## src/rtl/param_prescaler.sv

```systemverilog
// ---------------------------------------------------------------------------
// param_prescaler
//   Programmable clock prescaler with a startup reset-hold sequencer.
//   After reset release the block spends one INIT cycle loading the ratio,
//   then RST_HOLD STARTUP cycles before releasing reset_out. The divider
//   runs in STARTUP and ACTIVE on enabled cycles, producing a 50% duty
//   divided clock with half-period (shadow+1) enabled cycles.
//
// Ports
//   clk        : single clock, rising edge
//   reset      : asynchronous active-low reset
//   en         : divider count enable
//   div_ratio  : requested half-period length minus one
//   clk_presc  : divided clock (registered)
//   tick       : one-cycle strobe after each 0->1 transition of clk_presc
//   reset_out  : downstream active-low reset, released after the hold
//   ratio_ack  : one-cycle strobe when a changed ratio is loaded
// ---------------------------------------------------------------------------
module param_prescaler #(
  parameter int unsigned DIV_W    = 8,
  parameter int unsigned RST_HOLD = 128
) (
  input  logic             clk,
  input  logic             reset,
  input  logic             en,
  input  logic [DIV_W-1:0] div_ratio,
  output logic             clk_presc,
  output logic             tick,
  output logic             reset_out,
  output logic             ratio_ack
);

  localparam int unsigned       HOLD_W    = 16;
  localparam logic [HOLD_W-1:0] HOLD_LAST = HOLD_W'(RST_HOLD - 1);

  typedef enum logic [1:0] {
    ST_INIT    = 2'd0,
    ST_STARTUP = 2'd1,
    ST_ACTIVE  = 2'd2
  } state_t;

  state_t             state;
  state_t             state_nxt;
  logic [DIV_W-1:0]   cnt;
  logic [DIV_W-1:0]   cnt_nxt;
  logic [DIV_W-1:0]   shadow;
  logic [DIV_W-1:0]   shadow_nxt;
  logic [HOLD_W-1:0]  hold_cnt;
  logic [HOLD_W-1:0]  hold_cnt_nxt;
  logic               clk_presc_nxt;
  logic               tick_nxt;
  logic               reset_out_nxt;
  logic               ratio_ack_nxt;
  logic               run_c;
  logic               boundary_c;

  // State register
  always_ff @(posedge clk or negedge reset) begin
    if (!reset) begin
      state <= ST_INIT;
    end else begin
      state <= state_nxt;
    end
  end

  // Next-state logic
  always_comb begin
    state_nxt = state;
    case (state)
      ST_INIT:    state_nxt = ST_STARTUP;
      ST_STARTUP: if (hold_cnt == HOLD_LAST) state_nxt = ST_ACTIVE;
      ST_ACTIVE:  state_nxt = ST_ACTIVE;
      default:    state_nxt = ST_INIT;
    endcase
  end

  // Output / datapath next values; every output is registered below
  always_comb begin
    cnt_nxt       = cnt;
    shadow_nxt    = shadow;
    hold_cnt_nxt  = hold_cnt;
    clk_presc_nxt = clk_presc;
    tick_nxt      = 1'b0;
    ratio_ack_nxt = 1'b0;
    reset_out_nxt = reset_out;
    run_c         = en && (state != ST_INIT);
    boundary_c    = (cnt == shadow);

    case (state)
      ST_INIT: begin
        shadow_nxt    = div_ratio;
        cnt_nxt       = '0;
        hold_cnt_nxt  = '0;
        reset_out_nxt = 1'b0;
      end
      ST_STARTUP: begin
        hold_cnt_nxt = HOLD_W'(hold_cnt + HOLD_W'(1));
        if (hold_cnt == HOLD_LAST) reset_out_nxt = 1'b1;
      end
      ST_ACTIVE: begin
        reset_out_nxt = 1'b1;
      end
      default: begin
        reset_out_nxt = 1'b0;
      end
    endcase

    // Counter compares before incrementing, so an all-ones shadow never wraps
    if (run_c) begin
      if (boundary_c) begin
        cnt_nxt       = '0;
        clk_presc_nxt = ~clk_presc;
        tick_nxt      = ~clk_presc;
        shadow_nxt    = div_ratio;
        ratio_ack_nxt = (div_ratio != shadow);
      end else begin
        cnt_nxt = DIV_W'(cnt + DIV_W'(1));
      end
    end
  end

  // Datapath and output registers
  always_ff @(posedge clk or negedge reset) begin
    if (!reset) begin
      cnt       <= '0;
      shadow    <= '0;
      hold_cnt  <= '0;
      clk_presc <= 1'b0;
      tick      <= 1'b0;
      ratio_ack <= 1'b0;
      reset_out <= 1'b0;
    end else begin
      cnt       <= cnt_nxt;
      shadow    <= shadow_nxt;
      hold_cnt  <= hold_cnt_nxt;
      clk_presc <= clk_presc_nxt;
      tick      <= tick_nxt;
      ratio_ack <= ratio_ack_nxt;
      reset_out <= reset_out_nxt;
    end
  end

endmodule

```

## config.mk

```make
export PLATFORM = sky130hd
export DESIGN_NAME = param_prescaler
export DESIGN_NICKNAME = d
export VERILOG_FILES = /design/src/rtl/param_prescaler.sv
export SDC_FILE = /design/constraint.sdc
export NUM_CORES = 1
export LEC_CHECK = 0
export CAP_MARGIN = 20
export CORE_MARGIN = 4
export CORE_UTILIZATION = 44
export CTS_BUF_LIST = sky130_fd_sc_hd__clkbuf_8
export DETAILED_ROUTE_END_ITERATION = 8
export PLACE_DENSITY = 0.7
export REMOVE_ABC_BUFFERS = 1
export SLEW_MARGIN = 30
export SYNTH_ARGS = -nofsm -noshare
export SYNTH_HDL_FRONTEND = slang
export SYNTH_SLANG_ARGS = --single-unit
```

## constraint.sdc

```tcl
create_clock -name clk -period 1.7 [get_ports clk]
set_input_delay 0.255 -clock clk [delete_from_list [all_inputs] [get_ports clk]]
set_output_delay 0.255 -clock clk [all_outputs]
set_load 0.02 [all_outputs]
```

[Word-level counts from Yosys, hierarchy flattened]
Index checks and enable logic that the tools add are counted.
Storage, ports and cells
  register bits after elaboration: 38
Cells by class
  bitwise operators: 1
  muxes and demuxes: 15
  eq/ne operators: 6
  reductions and logical operators: 6
  $add $sub $neg: 2
Operator list (count)
  $mux W8: 6
  $pmux W16 S2: 1
  $add A16 B1 Y16 const B: 1
  $eq A16 B7 Y1 const B: 1
  $add A8 B1 Y8 const B: 1
  $eq A8 B8 Y1: 1
  $ne A8 B8 Y1: 1
  $pmux W2 S3: 1
  $reduce_bool A2 Y1: 3
  $mux W1: 5
  $eq A2 B1 Y1 const B: 1
  $eq A2 B2 Y1 const B: 1
  $logic_not A2 Y1: 1
  $mux W2: 1
  $ne A2 B2 Y1 const B: 1
  $pmux W1 S2: 1
  $reduce_and A2 Y1: 1
  $logic_and A1 B1 Y1: 1
  $not A1 Y1: 1

[Longest topological paths before layout]
  depth after elaboration: 4
  mapped depth: 7
  depth with buffers taken out: 6

[Least setup slack after synthesis]
Ideal clock, no wire load.
  path kind: register to register
  start: register state[1]
  end: register hold_cnt[13]
  stages on the path, launching flop included: 8
  slack: -107 ps
  library setup time: 130 ps
  period minus slack after synthesis: 1807 ps
  buffers on the path: 2
  arrival: 1677 ps
  required time: 1570 ps
  cells stage by stage: dfrtp_1 -> inv_1 -> ha_1 -> clkbuf_1 -> clkbuf_1 -> nand2_1 -> o211ai_1 -> o31ai_1
Between the ends
  cells in the longest elaborated chain, start to end: 2
RTL lines
  start, declared: RTL line 42  | state_t state;
  start signal, assigned: RTL line 62  | state <= state_nxt;
  $eq A2 B1 Y1 / $logic_not A2 Y1 (equally long branches): RTL line 89  | case (state)
  $pmux W16 S2 / $reduce_bool A2 Y1 (equally long branches)
  end signal, assigned: RTL line 135  | hold_cnt <= hold_cnt_nxt;
  end, declared: RTL line 48  | logic [HOLD_W-1:0] hold_cnt;
Parallel ways exist; a longest one is shown, timed or not.
A chain may end at the register's enable or synchronous reset.

[Worst setup path after layout]
  start: register cnt[5]
  end: register shadow[6]
Between the ends
  cells in the longest elaborated chain, start to end: 3
RTL lines
  start, declared: RTL line 44  | logic [DIV_W-1:0] cnt;
  start signal, assigned: RTL line 133  | cnt <= cnt_nxt;
  $eq A8 B8 Y1: RTL line 87  | boundary_c = (cnt == shadow);
  $mux W8: RTL line 110  | if (boundary_c) begin
  $mux W8: RTL line 109  | if (run_c) begin
  named net shadow_nxt[6]: RTL line 47  | logic [DIV_W-1:0] shadow_nxt;
  end signal, assigned: RTL line 134  | shadow <= shadow_nxt;
  end, declared: RTL line 46  | logic [DIV_W-1:0] shadow;
The timed path passes the listed nets, and every way through them passes these cells.

==> results.yml <==
setup_path:
  worst-endpoint-required_ps: 1870
  timing.setup.critical_path_class: "flip-flop to flip-flop"
  crit_arrival_ps: 1870
  critical_path.endpoint_type: "flip-flop"
  timing.critical_path.fanout_max: 8
  ff2ff_path_depth: 5
  crit_start_category: "flip-flop"
die:
  fp.dieH_um: 77.14
  floorplan.io_pins: 15
  die_area_mm2: 0.005951
  effective_utilization_at_floorplan_pct: 46.69
  fp.dieW_um: 77.14
  core_area_mm2: 0.004504
  num_rows: 24
sta:
  finalSetupViolCount: 0
  setup_tns_ps: 0
  final_hold_violation_count: 0
  unrepaired_setup_endpoints_after_global_routing: "true"
  clock-skew-final_ps: 6.802
  period_share_pct: 99.92
  relSlewSlack_pct: 72.80
  layout_min_cycle_time_ps: 1699
  fmax_mhz: 588.7
  timing_worst_slew_pin_value_ps: 408.0
  slew_viol_final: 0
logic_synthesis:
  yosys.area.top_type: "sky130_fd_sc_hd__dfrtp_1"
  synth.top_cells.by_area: "sky130_fd_sc_hd__dfrtp_1 44%, sky130_fd_sc_hd__xor2_1 7.1%, sky130_fd_sc_hd__mux2_2 3.7%"
  ys_seq_elements: 37
  avgSynthCellArea_um2: 10.16
  async_reset_ff_share_pct: 100.0
  syn-cell-area_mm2: 0.002103
  synthFlopType: "sky130_fd_sc_hd__dfrtp_1"
  synth_top_area_share_pct: 44.02
  ys_seq_area_share_pct: 44.02
  number_of_different_library_cells_in_the_post_synthesis_netlist: 46
  synth-edff-count: 0
  yosys_warnings: 0
  synthCells: 207
pwr:
  power.leakage_nw: 1.158
  power.density_cell_area_mw_per_mm2: 1198
  max-vdd-ir-drop_mv: 0.6769
finish:
  mostFrequentLayoutCells: "37 x sky130_fd_sc_hd__dfrtp_1, 31 x sky130_fd_sc_hd__buf_4, 19 x sky130_fd_sc_hd__nand2_1"
  post-route-util_pct: 60.17
  area_delta_synth_final_pct: 28.85
  fin_nets: 269
  post-route-cell-area_mm2: 0.002710
  fillerInstances: 375
  post_layout_nonfiller_instances: 307
  fraction_of_layout_cells_with_a_size_suffix_above_1_pct: 24.71
  n_antenna_cell: 0
  layout_commonest_cell: "sky130_fd_sc_hd__dfrtp_1"
clock_network:
  cts_made_buffers: 5
  cts_max_path_buffers: 2
  numClockSinks: 37
  clk_pin_slew_worst_paths_ps: 80
  clock-root-buffer: "sky130_fd_sc_hd__clkbuf_8"
  insertion_delay_ps: 290
  cts_tree: "done"
  ctsHtreeMaxLevel: 2
routing:
  viasPerCell: 5.590
  routed_wire_length_per_instance_um: 14.70
  detail_route.first_pass.iterations: 4
  ant_nets: 0
  remaining_drc_errors: 0
  detail_route.wirelength_mm: 4.513
  dr.first_iter.drc_count: 88
  vias: 1716
placement:
  post-place-cells: 295
  port-buffer-count: 14
  detailed_placement_hpwl_mm: 3.152
  gp_congestion: 0.8011
  placed_area_mm2: 0.002512
grt:
  overflow: 0
  gr-usage-met3_pct: 2.810
  grt_antenna_before_repair: 0
  number_of_global_route_vias_before_repair: 1618
  top_usage_layer: "met1"
  groute.usage.overall_pct: 16.04
  grtUsageMet1_pct: 24.17
  grt_pass1_wl_mm: 7.769
  use_met2_pct: 22.54
  largest_net_degree_at_the_start_of_global_routing: 23
min_path:
  min-delay-path-class: "primary input to asynchronous set/reset pin"
status:
  status: "complete, no violations"
run:
  number_of_maximum_capacitance_constraint_violations: 0
flip-flops by register name, indices dropped and copies added, names as in the netlist:
signal and count:
clk_presc 1, shadow 8, ratio_ack 1, state 2
hold_cnt 16, tick 1, cnt 8
repair_timing:
action / 4_1_cts / 5_1_grt
endpoints found under the setup margin: 4 / 15
setup buffers: 0 / 3
hold endpoints to repair: 15 / 0
pin swaps: 1 / 3
hold buffers: 1 / 0
gates resized for setup: 3 / 6
Yosys cell counts, drive strengths merged (3+ instances only):
| master | number |
|---|---|
| o22ai | 3 |
| nor3 | 3 |
| nor2 | 5 |
| o211ai | 3 |
| buf | 3 |
| and4 | 4 |
| a311o | 3 |
| nand3 | 8 |
| dfrtp | 37 |
| inv | 7 |
| o21ai | 13 |
| and2 | 3 |
| a21oi | 7 |
| nor4 | 5 |
| xor2 | 17 |
| nand2b | 3 |
| a31oi | 3 |
| nand2 | 19 |
| mux2 | 9 |
| xnor2 | 3 |
| and3 | 4 |
| nand4 | 10 |
| clkbuf | 7 |
| ha | 4 |
| o31ai | 3 |
per-layer routing:
layer	wire, µm	up-vias
met3	149	5
met5	0	-
met4	64	0
li1	-	865
met1	2309	811
met2	1989	35
critical path, cell delays in order (launching register included):
cell                      delay [ps]
sky130_fd_sc_hd__dfrtp_1         420
sky130_fd_sc_hd__xor2_2          190
sky130_fd_sc_hd__nor4_4          390
sky130_fd_sc_hd__a31oi_4         130
sky130_fd_sc_hd__buf_12          160
sky130_fd_sc_hd__mux2_4          290
path summary, 6_finish.rpt:
| path | startpoint | endpoint | slack, ps |
|---|---|---|---|
| min | reset | cnt[5] | 420 |
| min in group clk | clk_presc | tick | 490 |
| max in group asynchronous | reset | hold_cnt[11] | 830 |
| max reg2reg | cnt[5] | shadow[6] | 1 |
| max | cnt[5] | shadow[6] | 1 |
| min reg2reg | clk_presc | tick | 490 |
final cells by class:
class | count | area, µm² | share of cell area [%]
Clock buffer | 6 | 82.58 | 3.047
Clock inverter | 2 | 37.54 | 1.385
Inverter | 7 | 26.28 | 0.9695
Multi-Input combinational cell | 153 | 1132 | 41.78
Sequential cell | 37 | 925.9 | 34.16
Tap cell | 52 | 65.06 | 2.401
Timing Repair Buffer | 50 | 440.4 | 16.25
report_power, final:
group,internal [W],switching [W]
registers,0.00105,0.000169
logic,0.000649,0.000574
clock network,0.000477,0.000329
total,0.00217,0.00107
per-stage QoR:
step	total power, W	setup slack (ps)	hold slack (ps)
2_1_floorplan	0.001944	-167.9	-40.59
3_3_place_gp	0.002329	21.24	199.0
3_5_place_dp	0.002355	-17.90	207.3
4_1_cts	0.003200	-3.289	423.8
5_1_grt	0.003471	-78.51	474.6
6_report	0.003245	1.438	418.1
cells by family (layout without fill, tap and decap cells):
family	Yosys count	count (layout)	share of synthesized area, %
XOR/XNOR	20	20	8.328
flip-flops	37	37	44.02
AND/OR/NAND/NOR	71	71	19.75
adder cells (fa/ha/maj)	4	4	2.380
multiplexers	11	11	5.771
buffers and inverters	17	65	3.926
AO/OA/AOI/OAI	47	47	15.82
No activity file was read; power rests on OpenSTA's default activity.
